[src/rtl/bus_round_robin_arbiter.sv]
// Round-robin owner arbiter for the shared system bus; snoops begin/end/error to track ownership.
// Optional watchdog (define ARBITER_WATCHDOG_EN) forces end+error on transactions stuck in ACTIVE.
module bus_round_robin_arbiter #(
    parameter int NR_OF_MASTERS  = 4,
    parameter int TIMEOUT_CYCLES = 1023
) (
    input  logic                     clock,
    input  logic                     reset,
    input  logic [NR_OF_MASTERS-1:0] busRequests,
    input  logic                     beginTransactionIn,
    input  logic                     endTransactionIn,
    input  logic                     busErrorIn,
    output logic [NR_OF_MASTERS-1:0] busGrants,
    output logic                     endTransactionOut,
    output logic                     busErrorOut,
    output logic                     busIdle,
    output logic [1:0]               dbg_state
);

    localparam int IDX_W = $clog2(NR_OF_MASTERS);

    if (NR_OF_MASTERS < 2 || NR_OF_MASTERS > 8 ||
        TIMEOUT_CYCLES < 1 || TIMEOUT_CYCLES > 65535) begin : g_bad_params
        $error("bus_round_robin_arbiter: parameter out of range");
    end

    // Handshake: a master owns the bus while its grant bit is high; it must keep its
    // request high until its transaction ends, and the arbiter follows the transaction
    // only by watching begin/end/error on the shared bus.
    typedef enum logic [1:0] {
        ST_IDLE    = 2'd0,
        ST_GRANTED = 2'd1,
        ST_ACTIVE  = 2'd2,
        ST_RELEASE = 2'd3
    } state_e;

    state_e                   state_q, state_d;
    logic [NR_OF_MASTERS-1:0] grants_q, grants_d;
    logic [IDX_W-1:0]         last_q, last_d;

    logic                     win_found;
    logic [IDX_W-1:0]         win_idx;
    logic [IDX_W-1:0]         cand_idx;
    logic [NR_OF_MASTERS-1:0] win_onehot;
    logic                     owner_req;
    logic                     wd_expire;

    // Scan upward from the master after the last owner, wrapping once around.
    always_comb begin
        win_found = 1'b0;
        win_idx   = last_q;
        cand_idx  = last_q;
        for (int k = 1; k <= NR_OF_MASTERS; k++) begin
            cand_idx = IDX_W'((int'(last_q) + k) % NR_OF_MASTERS);
            if (!win_found && busRequests[cand_idx]) begin
                win_found = 1'b1;
                win_idx   = cand_idx;
            end
        end
    end

    assign win_onehot = {{(NR_OF_MASTERS-1){1'b0}}, 1'b1} << win_idx;
    assign owner_req  = busRequests[last_q];

    always_comb begin
        state_d  = state_q;
        grants_d = grants_q;
        last_d   = last_q;
        case (state_q)
            // RELEASE re-arbitrates on the same edge it leaves, so no IDLE hop is needed.
            ST_IDLE, ST_RELEASE: begin
                grants_d = '0;
                state_d  = ST_IDLE;
                if (win_found) begin
                    grants_d = win_onehot;
                    last_d   = win_idx;
                    state_d  = ST_GRANTED;
                end
            end
            ST_GRANTED: begin
                if (beginTransactionIn) begin
                    state_d = ST_ACTIVE;
                end else if (!owner_req) begin
                    state_d  = ST_RELEASE;
                    grants_d = '0;
                end
            end
            ST_ACTIVE: begin
                if (endTransactionIn || busErrorIn || wd_expire) begin
                    state_d  = ST_RELEASE;
                    grants_d = '0;
                end
            end
            default: begin
                state_d  = ST_IDLE;
                grants_d = '0;
            end
        endcase
    end

    always_ff @(posedge clock) begin
        if (reset) begin
            state_q  <= ST_IDLE;
            grants_q <= '0;
            last_q   <= IDX_W'(NR_OF_MASTERS - 1);
        end else begin
            state_q  <= state_d;
            grants_q <= grants_d;
            last_q   <= last_d;
        end
    end

`ifdef ARBITER_WATCHDOG_EN
    logic [15:0] wd_cnt_q, wd_cnt_d;
    logic        wd_pulse_q, wd_pulse_d;

    // The count includes the current ACTIVE cycle, so expiry lands after exactly TIMEOUT_CYCLES.
    always_comb begin
        wd_cnt_d   = (state_q == ST_ACTIVE) ? wd_cnt_q + 16'd1 : 16'd0;
        wd_expire  = (state_q == ST_ACTIVE) &&
                     (({1'b0, wd_cnt_q} + 17'd1) == 17'(TIMEOUT_CYCLES));
        wd_pulse_d = wd_expire && !(endTransactionIn || busErrorIn);
    end

    always_ff @(posedge clock) begin
        if (reset) begin
            wd_cnt_q   <= '0;
            wd_pulse_q <= 1'b0;
        end else begin
            wd_cnt_q   <= wd_cnt_d;
            wd_pulse_q <= wd_pulse_d;
        end
    end

    assign endTransactionOut = wd_pulse_q;
    assign busErrorOut       = wd_pulse_q;
`else
    assign wd_expire         = 1'b0;
    assign endTransactionOut = 1'b0;
    assign busErrorOut       = 1'b0;
`endif

    assign busGrants = grants_q;
    assign busIdle   = (state_q == ST_IDLE);
    assign dbg_state = state_q;

endmodule

[config.mk]
export PLATFORM = sky130hd
export DESIGN_NAME = bus_round_robin_arbiter
export DESIGN_NICKNAME = d
export VERILOG_FILES = /design/src/rtl/bus_round_robin_arbiter.sv
export SDC_FILE = /design/constraint.sdc
export NUM_CORES = 1
export LEC_CHECK = 0
export BUFFER_PORTS_ARGS = -buffer_cell sky130_fd_sc_hd__buf_2
export CAP_MARGIN = 20
export CELL_PAD_IN_SITES_DETAIL_PLACEMENT = 0
export CELL_PAD_IN_SITES_GLOBAL_PLACEMENT = 1
export CORE_MARGIN = 8
export CORE_UTILIZATION = 37
export DETAILED_ROUTE_END_ITERATION = 6
export GPL_TIMING_DRIVEN = 0
export PLACE_DENSITY = 0.8
export SKIP_LAST_GASP = 1
export SYNTH_ARGS = -nofsm -noshare
export SYNTH_HDL_FRONTEND = slang
export SYNTH_SLANG_ARGS = --single-unit
[constraint.sdc]
create_clock -name clock -period 3.95 [get_ports clock]
set_clock_uncertainty 0.2 [all_clocks]
set_input_delay 0.1975 -clock clock [delete_from_list [all_inputs] [get_ports clock]]
set_output_delay 0.1975 -clock clock [all_outputs]
set_load 0.02 [all_outputs]
==> results by stage, run 1 <==
Placement:
- The setup slack after placement is about 2 ns.
- The quantity of I/O buffers inserted on ports is 15.
- The placed wire-length estimate is about 960 um.
- Routability-driven placement finished with a final weighted congestion of ~0.7.

Timing:
- At the pin with the least slew margin, the transition time is 1.02 ns.
- The minimum clock period is a little under 2 ns.
- The ratio of final minimum period to clock period is between 40% and 50%.
- The count of final max-slew check failures is 0.
- The final-report hold violation count is 0.
- The headroom to the max-slew limit is between 30 and 40%.
- Timing would allow up to 0.507 GHz.
- Across all setup checks in the final design, the least slack found is around 2.0 ns.
- After routing, the total negative slack on setup checks comes to 0 ns.
- Setup repair after global routing left no endpoint under its margin.
- Setup violations remaining at the end of the flow were counted as 0.

Global route:
- The number of global-route vias before repair came to around 400.
- The largest net degree at the start of global routing is 10.
- Global routing finished with a remaining overflow of 0.
- The total global-route track usage is ~8.4%.
- The first-pass GRT wire length is roughly 1700 um.
- The initial antenna violation count is 0.

Routing:
- Across all layers, the routed design uses just under 500 vias.
- In the final routed layout, each cell accounts on average for 12.8 um.
- The final routed wirelength across all metal layers is 1190 um.
- The final antenna-violating net count is 0.
- The detailed router finished its first iteration with 10 violations.
- The number of vias per cell is 5.34.
- The iteration count of the initial detailed-routing pass is 4.
- For this run, design rule violations remaining after detail routing come to 0.

Pwr:
- The share of power burned in combinational logic is 55.9%.
- The switching power of the nets is 189 uW.
- The internal power summed over all cells is 252 uW.
- The peak ir drop on the vdd network is around 0.34 mV.
- The portion of total power attributed to the clock network is 14.6%.
- In this run, flip-flops and latches consume about 30% of the power.
- Dividing total power by cell area gives a power density of about 670 nW/um2.
- The fraction of power spent switching nets is 42.8%.
- The reported leakage power is between 0.0003 and 0.0004 uW.

Worst setup path:
- The register-to-register setup slack is slightly below 2 ns.
- For the worst flop-to-flop path, the logic depth is 5.
- The type of the worst setup path is flip-flop to flip-flop.
- The critical register-to-register path startpoint is last_q[1].
- The worst setup path is captured at a flip-flop.
- In this run the worst path has a maximum fanout of 9.
- At the worst endpoint, the arrival time is 1.94 ns.
- The endpoint identified for the worst register-to-register timing path is busGrants[0].
- The nature of the critical path startpoint is a flip-flop.
- STA puts the critical path data required time at about 3.9 ns.

Final layout:
- The antenna diode count is 0.
- The net count reported at finish is between 90 and 100.
- In the layout the commonest cells are sky130_fd_sc_hd__buf_2 (15), sky130_fd_sc_hd__dfxtp_1 (8), sky130_fd_sc_hd__o211ai_1 (6).
- Relative to the synthesized area, the layout overhead comes to 24.5%.
- The fraction of layout instances using a drive strength above 1 is 34.6%.
- The combined area of the multi-input logic cells is ~330 um2.
- The library cell used most frequently in the layout, excluding fill and tap cells, is sky130_fd_sc_hd__buf_2.
- The filler cells instantiated in the layout total ~130.
- The sequential cell area in the final layout is ~160 um2.

Floorplan:
- The horizontal die dimension is 53.9 um.
- During I/O placement, the number of pins put on the boundary was 18.
- The core footprint is 1320 um2.
- The effective utilization at floorplan is between 40% and 50%.
- The die area is between 2000 and 3000 um2.
- The floorplan has 13 rows.
- The die is approximately 54 um tall.

Synth:
- The largest area contributor in the synthesized netlist is sky130_fd_sc_hd__dfxtp_1.
- Sorting the synthesized cells by area gives the leading types as sky130_fd_sc_hd__dfxtp_1 (30%), sky130_fd_sc_hd__o211ai_1 (8.5%), sky130_fd_sc_hd__ha_1 (7.1%), sky130_fd_sc_hd__o31ai_1 (7.1%), sky130_fd_sc_hd__mux4_2 (4.2%).
- The mean area per synthesized cell is 9.15 um2.
- Synthesis produced a netlist whose cell count is 58.
- During synthesis, Yosys emitted a total of 0 warnings.
- The netlist area before placement is 531 um2.
- For this run, the register share of the synthesized area comes to 30.2%.
- The flip-flop and latch count after synthesis is 8.
- Counting distinct cell types in the post-synthesis netlist gives 27.
- The portion of synthesized cell area occupied by the leading cell type is 30.2%.

Min path:
- The worst hold path terminates at busGrants[3].
- The worst hold path depth is 4.
- The min-delay analysis places its worst path in the category input pin to flip-flop.
- The worst hold path begins at beginTransactionIn.

Status:
- The flow ran to the end, and the final reports show no timing, DRC or antenna violations.

Clock tree:
- CTS built an H-tree with a depth of 1.
- The clock latency at the later pin of the worst-skew pair is between 0.2 and 0.3 ns.
- The total CTS buffers is 3.
- The TritonCTS clock tree is built.
- The number of gates resized after cts is 0.
- The root cell of the clock tree is sky130_fd_sc_hd__clkbuf_4.
- The clock slew seen by the registers of the worst setup and hold paths is approximately 0.060 ns.
- Counting along the longest clock path gives a buffer depth of 2.
- The clock drives 8 sinks.

Job:
- Max-cap violations in this run came to 0.
## critical path, cell delays in order, from the launching register on
cell and delay [ns]:
sky130_fd_sc_hd__dfxtp_1 0.32, sky130_fd_sc_hd__buf_6 0.13, sky130_fd_sc_hd__mux4_2 0.53, sky130_fd_sc_hd__o21a_4 0.23
sky130_fd_sc_hd__or2_4 0.24, sky130_fd_sc_hd__o31ai_1 0.23
## power by group through the flow
stage	registers [uW]	logic [uW]	clock network, uW
after CTS	131	250	66.2
after global placement	131	247	0
after global routing	134	270	74.2
after detailed placement	133	247	0
final	130	247	64.4
after floorplan	154	166	0
## cell type report
cell class	count	share of cell area [%]
inverter	4	2.27
timing repair buffer	16	12.9
clock buffer	3	3.41
buffer	3	3.98
multi-input combinational	44	50.4
sequential	8	24.2
tap	15	2.84
## worst max-delay path by stage
stage               depth (start not counted)       from  slack [ns]      endpoint
floorplan                                   5  last_q[1]        2.08  busGrants[0]
global placement                            5  last_q[1]        1.98  busGrants[3]
detailed placement                          5  last_q[1]        1.99  busGrants[0]
CTS                                         5  last_q[1]        1.97  busGrants[0]
global route                                5  last_q[1]        1.88  busGrants[2]
finish                                      5  last_q[1]        1.98  busGrants[0]
## registers in the layout, indices dropped and copies added (netlist names)
register / count
dbg_state: 2
busGrants: 4
last_q: 2
## logic make-up after synthesis
kind of cell | share of synthesized area (%)
AOI/OAI and AO/OA | 25.5
adders and majority gates | 7.08
buffers and inverters | 7.78
DFF | 30.2
muxes | 8.02
other | 0.707
and+or+nand+nor | 20.8
## timing repair
action	4_1_cts	5_1_grt
hold endpoints to repair	2	0
buffers inserted	0	0
hold buffers	1	0
## Yosys cell counts, drive strengths merged
| cell | n |
|---|---|
| dfxtp | 8 |
| o211ai | 6 |
| o31ai | 5 |
| inv | 4 |
| a21oi | 3 |
| buf | 3 |
| ha | 3 |
| nand2 | 3 |
| nor2 | 3 |
| or3 | 3 |
| mux2i | 2 |
| nor3b | 2 |
| a311oi | 1 |
| and2b | 1 |
| and3b | 1 |
| conb | 1 |
| mux4 | 1 |
| nand2b | 1 |
| nand3b | 1 |
| nor2b | 1 |
| nor3 | 1 |
| o21a | 1 |
| o21ai | 1 |
| o41ai | 1 |
| or2 | 1 |
## layer usage
metal / GRT usage, % / up-vias / share of wire, %
li1: - / 257 / -
met1: 9.08 / 230 / 44
met2: 12.5 / 10 / 49
met3: 5.79 / 0 / 6.9
met4: 3.78 / 0 / 0
met5: 0 / - / 0
## metrics by stage
step / util [%] / hold WS [ns] / cells / total power [uW] / area (um2)
final: 50.1 / 0.163 / 93 / 441 / 661
after global routing: 50.1 / 0.159 / 93 / 477 / 661
after CTS: 50.1 / 0.157 / 93 / 448 / 661
after detailed placement: 47.7 / 0.216 / 89 / 380 / 628
after global placement: 47.7 / 0.209 / 89 / 378 / 628
after floorplan: - / 0.0696 / 59 / 319 / 534
(Power assumes the default switching activity.)
==> inputs of run 2 (changes only) <==
--- a/config.mk
+++ b/config.mk
@@ -10,10 +10,10 @@
 export CELL_PAD_IN_SITES_DETAIL_PLACEMENT = 0
 export CELL_PAD_IN_SITES_GLOBAL_PLACEMENT = 1
 export CORE_MARGIN = 8
-export CORE_UTILIZATION = 37
+export CORE_UTILIZATION = 34
 export DETAILED_ROUTE_END_ITERATION = 6
 export GPL_TIMING_DRIVEN = 0
-export PLACE_DENSITY = 0.8
+export PLACE_DENSITY = 0.74
 export SKIP_LAST_GASP = 1
 export SYNTH_ARGS = -nofsm -noshare
 export SYNTH_HDL_FRONTEND = slang
==> constraint.sdc (replaced) <==
create_clock -name clock -period 2 [get_ports clock]
set_clock_uncertainty 0.2 [all_clocks]
set_input_delay 0.1 -clock clock [delete_from_list [all_inputs] [get_ports clock]]
set_output_delay 0.1 -clock clock [all_outputs]
set_load 0.02 [all_outputs]
==> results by stage, run 2 (synthesis results as in run 1) <==
Worst setup path:
- The worst setup path is launched from a flip-flop.
- The arrival time of data at the critical path endpoint is 1.94 ns (about the same).
- The signal on the critical path passes through buf_6 -> mux4_2 -> o21a_4 -> or2_4 -> o31ai_4.
- The largest stage delay on the critical path is 0.52 ns (about the same).
- The number of buffer and inverter stages on the critical path is 1 (unchanged).
- The kind of end point of the critical path is a flip-flop.
- For this design, the slowest cell found on the critical path is sky130_fd_sc_hd__mux4_2.
- The highest net fanout along the worst path is 6 (-3).
- Broken down by cell family, the worst path's largest delay share belongs to multiplexers.
- The type of the worst setup path is flip-flop to flip-flop.
- The data required time at the worst endpoint is 1.97 ns (-1.95 ns).

Timing:
- The count of final max-slew check failures is 0 (unchanged).
- The final-report hold violation count was 0 (unchanged).
- The minimum clock period is 1.97 ns (+0.000877 ns).
- The ratio of final minimum period to clock period came to 98.6% (+49 points).
- The number of setup violations in the final report was 0 (unchanged).
- The worst path setup slack after routing came to 0.0274 ns (-1.95 ns).
- Setup repair after global routing could not meet its margin everywhere.
- The highest achievable clock rate is 0.507 GHz (about the same).
- The headroom to the max-slew limit came to 59.8% (+29 points).
- The worst-margin pin slew is 0.597 ns (-0.422 ns).
- The hold slack came to 0.0642 ns (-0.0992 ns).

Routing:
- The detailed-route via count is 507 (+2.0%).
- The remaining design rule violation count came to 0 (unchanged).
- The number of vias per cell came to 5.34 (-0.14%).
- The final routed wirelength across all metal layers was 1270 um (+6.6%).
- The violation count after the first detailed-route iteration is 6 (-4).
- The iteration count of the initial detailed-routing pass was 5 (+1).
- The final antenna-violating net count is 0 (unchanged).
- The detail-routed net length per standard cell came to 13.3 um (+4.4%).

Global route:
- The number of global-route vias before repair is 485 (+21%).
- The total global-route track usage came to 7.97% (-0.48 points).
- The largest net degree at the start of global routing is 10 (unchanged).
- The first-pass GRT wire length is 2050 um (+19%).
- The initial antenna violation count was 0 (unchanged).
- The global route total overflow is 0 (unchanged).

Floorplan:
- The I/O pin count is 18 (unchanged).
- The die outline height is 55.5 um (+3.0%).
- The die area is 3080 um2 (+6.2%).
- The effective utilization at floorplan is 35.6% (-4.6 points).
- The number of placement rows is 14 (+1).
- The core footprint is 1490 um2 (+13%).
- The horizontal die dimension was 55.5 um (+3.0%).

Clock tree:
- The maximum root-to-sink buffer count is 2 (unchanged).
- The clock slew seen by the registers of the worst setup and hold paths came to 0.06 ns (about the same).
- The clock latency at the later pin of the worst-skew pair is 0.26 ns (about the same).
- The total CTS buffers is 3 (unchanged).
- The TritonCTS clock tree is built.
- The number of H-tree levels is 1 (unchanged).
- In this run the clock root is driven by a sky130_fd_sc_hd__clkbuf_4.
- The sink count of the clock tree was 8 (unchanged).

Placement:
- The placer's final routability congestion estimate is 0.779 (+11%).
- The setup slack after placement is 0.0187 ns (-1.98 ns).
- The area of placed instances is 629 um2 (+0.20%).
- The quantity of I/O buffers inserted on ports came to 15 (unchanged).
- The placed wire-length estimate came to 941 um (-1.7%).

Final layout:
- The area growth from synthesis to layout is 32.1%.
- The final core utilization is 47.1% (-3.1 points).
- The most common library cell in the layout ignoring fill and taps is sky130_fd_sc_hd__buf_2.
- The cell area after layout is 701 um2 (+6.1%).
- The number of fill cells in the layout is 150 (+13%).
- The fraction of layout instances using a drive strength above 1 is 40.5% (+5.9 points).
- The top cell types in the final layout, fill and taps aside, are sky130_fd_sc_hd__buf_2 (15), sky130_fd_sc_hd__dfxtp_1 (8), sky130_fd_sc_hd__o211ai_1 (6).
- The net count reported at finish is 93 (+1.1%).
- The antenna diode count is 0 (unchanged).
- The flip-flop count of the largest register, all copies and words added is 4 (unchanged).

Pwr:
- The overall power after layout was 917 uW (+110%).
- The power density relative to cell area is 1310 nW/um2 (+96%).
- The reported leakage power came to 0.000325 uW (+5.2%).
- The peak ir drop on the vdd network is 0.596 mV (+77%).

Job:
- The max-cap check violation count was 0 (unchanged).

Min path:
- The kind of path behind the tightest hold check is input pin to flip-flop.

Status:
- The run finished with clean final reports.
==> run 2: cell count changes in the layout (fill, tap and decap cells not counted) <==
| cell | before | now |
|---|---|---|
| sky130_fd_sc_hd__buf_4 | 2 | 3 |
| sky130_fd_sc_hd__nor3b_1 | 2 | 1 |
| sky130_fd_sc_hd__nor3b_2 | 0 | 1 |
| sky130_fd_sc_hd__o31ai_1 | 5 | 3 |
| sky130_fd_sc_hd__o31ai_2 | 0 | 1 |
| sky130_fd_sc_hd__o31ai_4 | 0 | 1 |
| sky130_fd_sc_hd__o41ai_1 | 1 | 0 |
| sky130_fd_sc_hd__o41ai_2 | 0 | 1 |
==> run 2: per-stage QoR <==
stage / setup TNS (ns) / std cells
detailed placement: 0 / 90
global route: -0.0534 / 95
floorplan: 0 / 59
global placement: 0 / 90
CTS: -0.00658 / 94
finish: 0 / 95
==> run 2: area by class of cell <==
cell class	instances	area, um2	share of cell area, %
clock buffer	3	22.5	3.21
tap	16	20.0	2.86
buffer	3	26.3	3.75
sequential	8	160	22.9
inverter	4	15.0	2.14
timing repair buffer	17	92.6	13.2
multi-input combinational	44	364	52.0
==> run 2: report_power, final <==
group | internal, uW | total, uW | switching, uW
Clock | 69.0 | 128 | 59.2
Combinational | 237 | 532 | 295
Sequential | 216 | 257 | 40.6
Total | 522 | 917 | 395
==> run 2: worst register-to-register path, delay by kind of cell (launching register included) <==
family | cells | cell delay [ns]
multiplexers | 1 | 0.52
AO/OA/AOI/OAI | 2 | 0.46
AND/OR/NAND/NOR | 1 | 0.26
flip-flops | 1 | 0.32
buffers and inverters | 1 | 0.12
==> run 2: final timing paths <==
path | start | endpoint | slack [ns] | depth (start not counted)
setup reg to reg | last_q[1] | busGrants[1] | 0.03 | 5
setup / recovery | last_q[1] | busGrants[1] | 0.03 | 5
hold reg to reg | busGrants[2] | busGrants[2] | 0.30 | 2
hold / removal | beginTransactionIn | dbg_state[0] | 0.06 | 4
==> run 2: what timing repair did <==
item	CTS	global route
endpoints found under the setup margin	2	6
hold buffers	1	0
buffers inserted	0	1
gates resized for setup	0	5
pin swaps	0	2
hold endpoints to repair	2	0
==> run 2: per-layer routing <==
metal | routed length [um] | track usage (%)
met2 | 623 | 13.1
met3 | 65 | 4.34
met5 | 0 | 0
met1 | 555 | 8.18
met4 | 22 | 3.17
==> inputs of run 3 (changes only) <==
--- a/config.mk
+++ b/config.mk
@@ -9,11 +9,11 @@
 export CAP_MARGIN = 20
 export CELL_PAD_IN_SITES_DETAIL_PLACEMENT = 0
 export CELL_PAD_IN_SITES_GLOBAL_PLACEMENT = 1
-export CORE_MARGIN = 8
+export CORE_MARGIN = 5
 export CORE_UTILIZATION = 34
 export DETAILED_ROUTE_END_ITERATION = 6
 export GPL_TIMING_DRIVEN = 0
-export PLACE_DENSITY = 0.74
+export PLACE_DENSITY_LB_ADDON = 0.05
 export SKIP_LAST_GASP = 1
 export SYNTH_ARGS = -nofsm -noshare
 export SYNTH_HDL_FRONTEND = slang
==> results by stage, run 3 (synthesis results as in run 1) <==
Status:
- The flow ran to the end, and the final reports show no timing, DRC or antenna violations.

Pwr:
- The power density relative to cell area is 1340 nW/um2 (+2.3%).
- The reported leakage power is 0.000338 uW (+3.9%).
- The fraction of power consumed by sequential logic came to 26.4% (-1.6 points).
- The share of power burned in combinational logic is 60.3% (+2.3 points).
- The fraction of power spent switching nets is 44.1% (+1.1 points).
- The portion of total power attributed to the clock network is 13.3% (-0.7 points).
- The internal power summed over all cells is 560 uW (+7.4%).
- The switching power of the nets was 443 uW (+12%).
- The peak ir drop on the vdd network came to 0.703 mV (+18%).

Timing:
- The ratio of final minimum period to clock period is 100% (+1.4 points).
- The count of final max-slew check failures is 0 (unchanged).
- The final-report hold violation count is 0 (unchanged).
- The headroom to the max-slew limit came to 53.2% (-6.6 points).
- Setup repair after global routing could not meet its margin everywhere.
- The minimum clock period is 2.00 ns (+0.0272 ns).
- The number of setup violations in the final report is 0 (unchanged).
- The final sum of negative setup slack came to 0 ns (unchanged).
- The worst-margin pin slew is 0.697 ns (+0.0995 ns).
- The highest achievable clock rate is 0.500 GHz (-1.4%).

Final layout:
- The signed area change from the synthesized netlist to the final layout is 41.3%.
- The antenna diode count came to 0 (unchanged).
- The top cell types in the final layout, fill and taps aside, are sky130_fd_sc_hd__buf_2 (16), sky130_fd_sc_hd__o211ai_1 (6), sky130_fd_sc_hd__dfxtp_1 (5).
- The flip-flop count of the largest register, all copies and words added was 4 (unchanged).
- The net count reported at finish is 93 (unchanged).
- The fraction of layout instances using a drive strength above 1 came to 49.4% (+8.9 points).
- The count of placed standard cells in the final layout, fillers left out is 95 (unchanged).
- The cell area after layout was 749 um2 (+7.0%).
- The library cell used most frequently in the layout, excluding fill and tap cells, is sky130_fd_sc_hd__buf_2.

Floorplan:
- The number of placement rows is 14 (unchanged).
- The horizontal die dimension is 49.5 um (-11%).
- The core footprint came to 1490 um2 (unchanged).
- The effective utilization at floorplan is 35.6% (unchanged).
- The die area is 2450 um2 (-20%).
- The die outline height is 49.5 um (-11%).
- The I/O pin count is 18 (unchanged).

Routing:
- The remaining design rule violation count is 0 (unchanged).
- The final antenna-violating net count came to 0 (unchanged).
- The iteration count of the initial detailed-routing pass is 3 (-2).
- The violation count after the first detailed-route iteration is 4 (-2).
- The number of vias per cell came to 5.41 (+1.4%).
- The detail-routed net length per standard cell is 14.5 um (+8.9%).
- The detailed-route via count is 514 (+1.4%).
- The final routed wirelength across all metal layers is 1380 um (+8.9%).

Clock tree:
- The maximum root-to-sink buffer count is 2 (unchanged).
- The root cell of the clock tree is sky130_fd_sc_hd__clkbuf_4.
- The clock slew seen by the registers of the worst setup and hold paths is 0.06 ns (about the same).
- TritonCTS built the clock tree.
- The sink count of the clock tree came to 8 (unchanged).
- The number of H-tree levels is 1 (unchanged).
- The clock latency at the later pin of the worst-skew pair came to 0.27 ns (about the same).
- The total CTS buffers is 3 (unchanged).

Job:
- The max-cap check violation count is 0 (unchanged).

Worst setup path:
- The nature of the critical path startpoint is a flip-flop.
- The type of the worst setup path is flip-flop to flip-flop.
- The highest net fanout along the worst path was 5 (-1).
- The arrival time of data at the critical path endpoint was 1.98 ns (+0.04 ns).
- The data required time at the worst endpoint is 1.98 ns (about the same).
- STA classifies the critical path endpoint as a flip-flop.

Placement:
- The placed cell count came to 90 (unchanged).
- The quantity of I/O buffers inserted on ports came to 15 (unchanged).
- The placed wire-length estimate is 913 um (-3.0%).
- The area of placed instances is 629 um2 (unchanged).
- The placer's final routability congestion estimate is 0.719 (-7.7%).

Global route:
- The global route total overflow was 0 (unchanged).
- The total global-route track usage is 10.2% (+2.3 points).
- The first-pass GRT wire length was 1910 um (-6.7%).
- The number of global-route vias before repair is 427 (-12%).
- The largest net degree at the start of global routing is 10 (unchanged).
- The initial antenna violation count came to 0 (unchanged).

Min path:
- The kind of path behind the tightest hold check is input pin to flip-flop.
==> run 3: cell counts in the layout (fill, tap and decap cells not counted) <==
No cell type changed its count.
==> run 3: timing repair <==
item	4_1_cts	5_1_grt
hold endpoints to repair	4	0
buffers inserted	0	0
hold buffers	1	0
gates resized for setup	0	14
setup endpoints to repair	0	6
==> run 3: worst max-delay path: stages, from the launching register on <==
cell and delay, ns:
sky130_fd_sc_hd__dfxtp_2 0.33, sky130_fd_sc_hd__buf_6 0.11, sky130_fd_sc_hd__mux4_2 0.52, sky130_fd_sc_hd__o21a_4 0.24, sky130_fd_sc_hd__or2_4 0.27, sky130_fd_sc_hd__o31ai_4 0.24
==> run 3: power groups by stage <==
stage	registers, uW	logic [uW]	clock network (uW)
floorplan	303	327	0
global placement	260	495	0
CTS	257	496	135
global route	275	670	148
detailed placement	260	490	0
finish	265	605	133
==> run 3: layout make-up <==
| class | instances | area [um2] |
|---|---|---|
| tap | 16 | 20.0 |
| fill | 147 | 739 |
| timing repair buffer | 17 | 90.1 |
| buffer | 3 | 26.3 |
| sequential | 8 | 164 |
| inverter | 4 | 15.0 |
| clock buffer | 3 | 22.5 |
| multi-input combinational | 44 | 412 |
==> run 3: final timing paths <==
kind | endpoint | depth (start not counted) | startpoint | slack [ns]
setup / recovery | busGrants[3] | 5 | last_q[1] | 0.0002
hold reg to reg | dbg_state[0] | 2 | dbg_state[0] | 0.32
setup reg to reg | busGrants[3] | 5 | last_q[1] | 0.0002
hold / removal | last_q[1] | 3 | busRequests[2] | 0.07
==> run 3: metrics by stage <==
stage | util, % | hold slack (ns) | power [uW] | setup slack, ns
floorplan | - | -0.0279 | 631 | 0.129
global placement | 42.3 | 0.110 | 755 | 0.00146
detailed placement | 42.3 | 0.112 | 750 | 0.0196
CTS | 44.5 | 0.0564 | 888 | 0.00696
global route | 50.3 | 0.0783 | 1090 | -0.0592
finish | 50.3 | 0.0655 | 1000 | 0.000173
==> run 3: routing by layer <==
layer,up-vias,GRT usage [%],wire length (um)
li1,259,-,-
met1,239,13.1,580
met5,-,0,0
met2,11,13.5,702
met3,5,3.92,59
met4,0,7.86,37
